===== src/rtl/control_sequencer.sv =====
// control_sequencer: fetch/load/exec instruction sequencer driving the ALU/accumulator block
// Ports: clk, rst_n (async active-low); run gates leaving FETCH; prog_data is the
// synchronous program memory word for prog_addr (=PC); Carry_flag is the ALU carry.
// Outputs operation_code/in_b come straight from IR, aku_enable pulses once per ALU
// instruction, carry_q is the carry latched for JC, halted sticks until reset.
module control_sequencer #(
  parameter int ADDR_W = 8,
  parameter int IW = 12
) (
  input  logic              clk,
  input  logic              rst_n,
  input  logic              run,
  input  logic [IW-1:0]     prog_data,
  input  logic              Carry_flag,
  output logic [ADDR_W-1:0] prog_addr,
  output logic [2:0]        operation_code,
  output logic              aku_enable,
  output logic [7:0]        in_b,
  output logic              carry_q,
  output logic              halted
);
  typedef enum logic [1:0] {FETCH, LOAD, EXEC, HALT} state_t;
  state_t            state;
  logic [ADDR_W-1:0] pc;
  logic [IW-1:0]     ir;
  logic              is_alu, is_jmp, is_jc, is_halt;
  logic [ADDR_W-1:0] next_pc;
  assign is_alu  = ~ir[11];
  assign is_jmp  = ir[11:8] == 4'h8;
  assign is_jc   = ir[11:8] == 4'h9;
  assign is_halt = ir[11:8] == 4'hB;
  // JC tests the carry latched by an earlier ALU instruction, never this cycle's Carry_flag
  assign next_pc = (is_jmp | (is_jc & carry_q)) ? ir[ADDR_W-1:0] :
                   is_halt ? pc : pc + ADDR_W'(1);
  assign prog_addr      = pc;
  assign operation_code = ir[10:8];
  assign in_b           = ir[7:0];
  always_ff @(posedge clk or negedge rst_n) begin
    if (!rst_n) begin
      state      <= FETCH;
      pc         <= '0;
      ir         <= IW'(12'hA00);
      carry_q    <= 1'b0;
      halted     <= 1'b0;
      aku_enable <= 1'b0;
    end else begin
      case (state)
        FETCH: state <= run ? LOAD : FETCH;
        LOAD: begin
          ir         <= prog_data;
          aku_enable <= ~prog_data[11];
          state      <= EXEC;
        end
        EXEC: begin
          aku_enable <= 1'b0;
          if (is_alu) carry_q <= Carry_flag;
          pc     <= next_pc;
          halted <= is_halt;
          state  <= is_halt ? HALT : FETCH;
        end
        HALT: begin
          aku_enable <= 1'b0;
          halted     <= 1'b1;
        end
      endcase
    end
  end
endmodule


===== config.mk =====
export PLATFORM = sky130hd
export DESIGN_NAME = control_sequencer
export DESIGN_NICKNAME = d
export VERILOG_FILES = /design/src/rtl/control_sequencer.sv
export SDC_FILE = /design/constraint.sdc
export NUM_CORES = 1
export LEC_CHECK = 0
export CELL_PAD_IN_SITES_DETAIL_PLACEMENT = 1
export CELL_PAD_IN_SITES_GLOBAL_PLACEMENT = 2
export CORE_MARGIN = 10
export CORE_UTILIZATION = 26
export DETAILED_ROUTE_END_ITERATION = 7
export GPL_TIMING_DRIVEN = 0
export HOLD_SLACK_MARGIN = 0.1
export PLACE_DENSITY_LB_ADDON = 0.1
export SLEW_MARGIN = 20
export SYNTH_ARGS = -nofsm -noshare
export SYNTH_HDL_FRONTEND = slang
export SYNTH_SLANG_ARGS = --single-unit

===== constraint.sdc =====
create_clock -name clk -period 1.5 [get_ports clk]
set_clock_uncertainty 0.1 [all_clocks]
set_input_delay 0.375 -clock clk [delete_from_list [all_inputs] [get_ports clk]]
set_output_delay 0.375 -clock clk [all_outputs]
set_load 0.01 [all_outputs]

==> impl_metrics.yaml <==
place:
  dp.cells: 227
  dp_hpwl_um: 2690
  placed_cell_area_mm2: 0.00181
  port_buffers: 37
  gp_congestion: 0.728
yosys:
  synth.net_count: 142
  syn_area_per_cell_um2: 11.2
  synth_area_mm2: 0.00135
  synthCells: 120
  ys.flop_type: "dfrtp_1"
  yosys_register_bits: 25
  yosysSeqAreaShare_pct: 46.7
  synth.area.top_cells: "dfrtp_1, mux2_2, buf_4"
  synth_edf_count: 0
  ys_warn_count: 0
  synth.distinct_cells: 35
  async_reset_ff_share_pct: 100
  synth_top_area_cell: "dfrtp_1"
  synth_top_area_share_pct: 42.8
final_layout:
  area_delta_synth_final_pct: 63.8
  insertedDiodeCount: 0
  postLayoutCoreUtil_pct: 43.4
  final_cells: 267
  fin_nets: 220
  fin_area_mm2: 0.00220
  layout-drive-gt1-share_pct: 50.8
worst_setup_path:
  crit_fanout: 5
  r2r_start: "ir[10]$_DFFE_PN0P_"
  path_class: "reg2reg"
  worstPathArrival_ps: 1790
  crit_start: "ir[10]$_DFFE_PN0P_"
  cp.required_ps: 1590
  crit_path_end_kind: "flip-flop"
  start_kind: "flip-flop"
global_routing:
  antenna_found_initial: 0
  grt.total_usage_pct: 9.30
  grt-ovfl-total: 0
  grt_pass1_vias: 1325
  grt_pass1_wl_um: 6510
  grt_max_degree: 26
timing:
  rsz0062_at_grt: "true"
  fin_crit_sh_pct: 113
  timing.fmax_ghz: 0.588
  period_needed_ps: 1700
  relSlewSlack_pct: 59.1
  timing.final.hold_violations: 0
  setup_viol: 8
  setup_ws_ps: -201
  tightest_slew_ps: 609
  fin_setup_tns_ps: -1360
  drv_slew: 0
detailed_routing:
  first_iter_violations: 32
  firstDrtPassIters: 2
  ant_nets: 0
  wl_um: 3970
  wire_per_inst_um: 14.9
  routed_via_density: 4.37
  drc_errors: 0
  vias: 1166
cts:
  clock_sinks: 25
  clk_path_buf_depth: 2
  cts_buffers: 3
  cts.clk_slew.worst_paths_ps: 90
  cts_tree: "yes"
  root_buffer: "clkbuf_8"
  clkLatencyLatePin_ps: 270
  htreeDepth: 1
floorplan:
  fp.dieH_um: 92.0
  dieArea_mm2: 0.00846
  row_count: 26
  ios: 38
  core_region_area_mm2: 0.00507
  die_w_um: 92.0
  initial_core_util_pct: 26.5
power:
  p_leak_uw: 0.00101
  power.density_mw_per_mm2: 2160
  power.total_uw: 4760
  ir_worst_vdd_v: 0.000839
job:
  drv_cap: 0
outcome:
  violations: "negative setup slack"
  status: "finished, violations left"
hold_path:
  min-delay-start: "aku_enable$_DFFE_PN0P_"
  hold_class: "reg2reg"
==> report_power, final <==
| part | total, uW | switching, uW | leakage (uW) | internal [uW] |
|---|---|---|---|---|
| logic | 3070 | 1270 | 0.000694 | 1800 |
| registers | 1280 | 235 | 0.000292 | 1050 |
| clock network | 404 | 214 | 0.0000228 | 190 |
| total | 4760 | 1720 | 0.00101 | 3040 |
==> state kept, by name, summed over array words and instances (netlist names) <==
register	count
aku_enable	1
carry_q	1
halted	1
ir	12
prog_addr	8
state	2
==> per-layer routing <==
layer	vias up	GRT usage, %	wire [um]
li1	571	-	-
met4	0	1.54	25
met1	572	10.1	1520
met5	-	0	0
met3	2	3.67	261
met2	21	16.8	2170
==> cell families after synthesis <==
| logic type | share of synthesized area [%] |
|---|---|
| AOI/OAI and AO/OA | 13.5 |
| adders and majority gates | 5.58 |
| buffers and inverters | 9.76 |
| DFF | 46.7 |
| muxes | 13.0 |
| and+or+nand+nor | 11.5 |
==> repair_timing <==
action,CTS,global route
hold endpoints to repair,23,0
endpoints found under the setup margin,41,32
gates cloned,0,1
pin swaps,3,8
resized for setup,63,22
buffers inserted,25,10
hold buffers,1,0
==> path summary, 6_finish.rpt <==
kind                                       endpoint  slack (ps)  cells past startpoint
min                          aku_enable$_DFFE_PN0P_         390                      2
min in group asynchronous       carry_q$_DFFE_PN0P_         540                      2
min reg2reg                  aku_enable$_DFFE_PN0P_         390                      2
max reg2reg                prog_addr[3]$_DFFE_PN0P_        -200                      6
max                        prog_addr[3]$_DFFE_PN0P_        -200                      6
max in group asynchronous  prog_addr[0]$_DFFE_PN0P_         330                      2
==> cells in the mapped netlist, types with 2 or more instances <==
library cell  count
buf_4            11
dfrtp_1          23
a21oi_1           3
nor2_1            4
ha_1              6
a22oi_1           2
nand3_1           4
o21ai_0           7
mux2i_1           4
a2bb2oi_1         3
dfstp_2           2
nand2_1           9
buf_6             2
inv_1             6
mux2_2           12
o22ai_1           2
nor3_1            2
==> stage by stage <==
step                      worst slack [ps]  hold WS, ps
after floorplan                      -80.7        -20.6
after global placement                -446          363
after detailed placement              -305          314
after CTS                             -190          395
after global routing                  -316          440
final                                 -201          386
==> layout make-up <==
cell class / instances / area, um^2
Sequential cell: 25 / 634
Inverter: 6 / 22.5
Buffer: 13 / 125
Timing Repair Buffer: 74 / 619
Tap cell: 70 / 87.6
Multi-Input combinational cell: 75 / 671
Fill cell: 588 / 2870
Clock buffer: 4 / 45.0
==> worst max-delay path: stages (launching register included) <==
cell and delay (ps):
dfrtp_1 400, buf_6 120, nand2b_4 140, or3_4 410, clkbuf_16 180, a21oi_2 110
a2bb2oi_1 160
==> cell usage in the layout (no fill, tap or decap), drive strengths merged <==
cell type,netlist,final
a221o,1,1
mux2i,4,4
a211o,1,1
dlygate4sd3,0,1
o31ai,1,1
or3,1,1
o22ai,2,2
and3,1,1
a31oi,2,2
mux2,12,12
o21ai,7,7
buf,14,55
a22oi,2,2
and2b,1,1
and4,1,1
nand3,4,4
nand2b,1,1
clkbuf,0,10
nand3b,1,1
inv,6,6
nor4,1,1
nor2,4,4
nand4b,1,1
a2bb2oi,4,4
ha,6,6
nand2,9,9
clkdlybuf4s15,0,1
dfrtp,23,23
nor3,2,2
dlygate4sd2,0,10
a21oi,3,3
o41ai,1,1
dfstp,2,2
clkdlybuf4s50,0,14
nand4,1,1
and2,1,1
No activity file was read; power rests on OpenSTA's default activity.
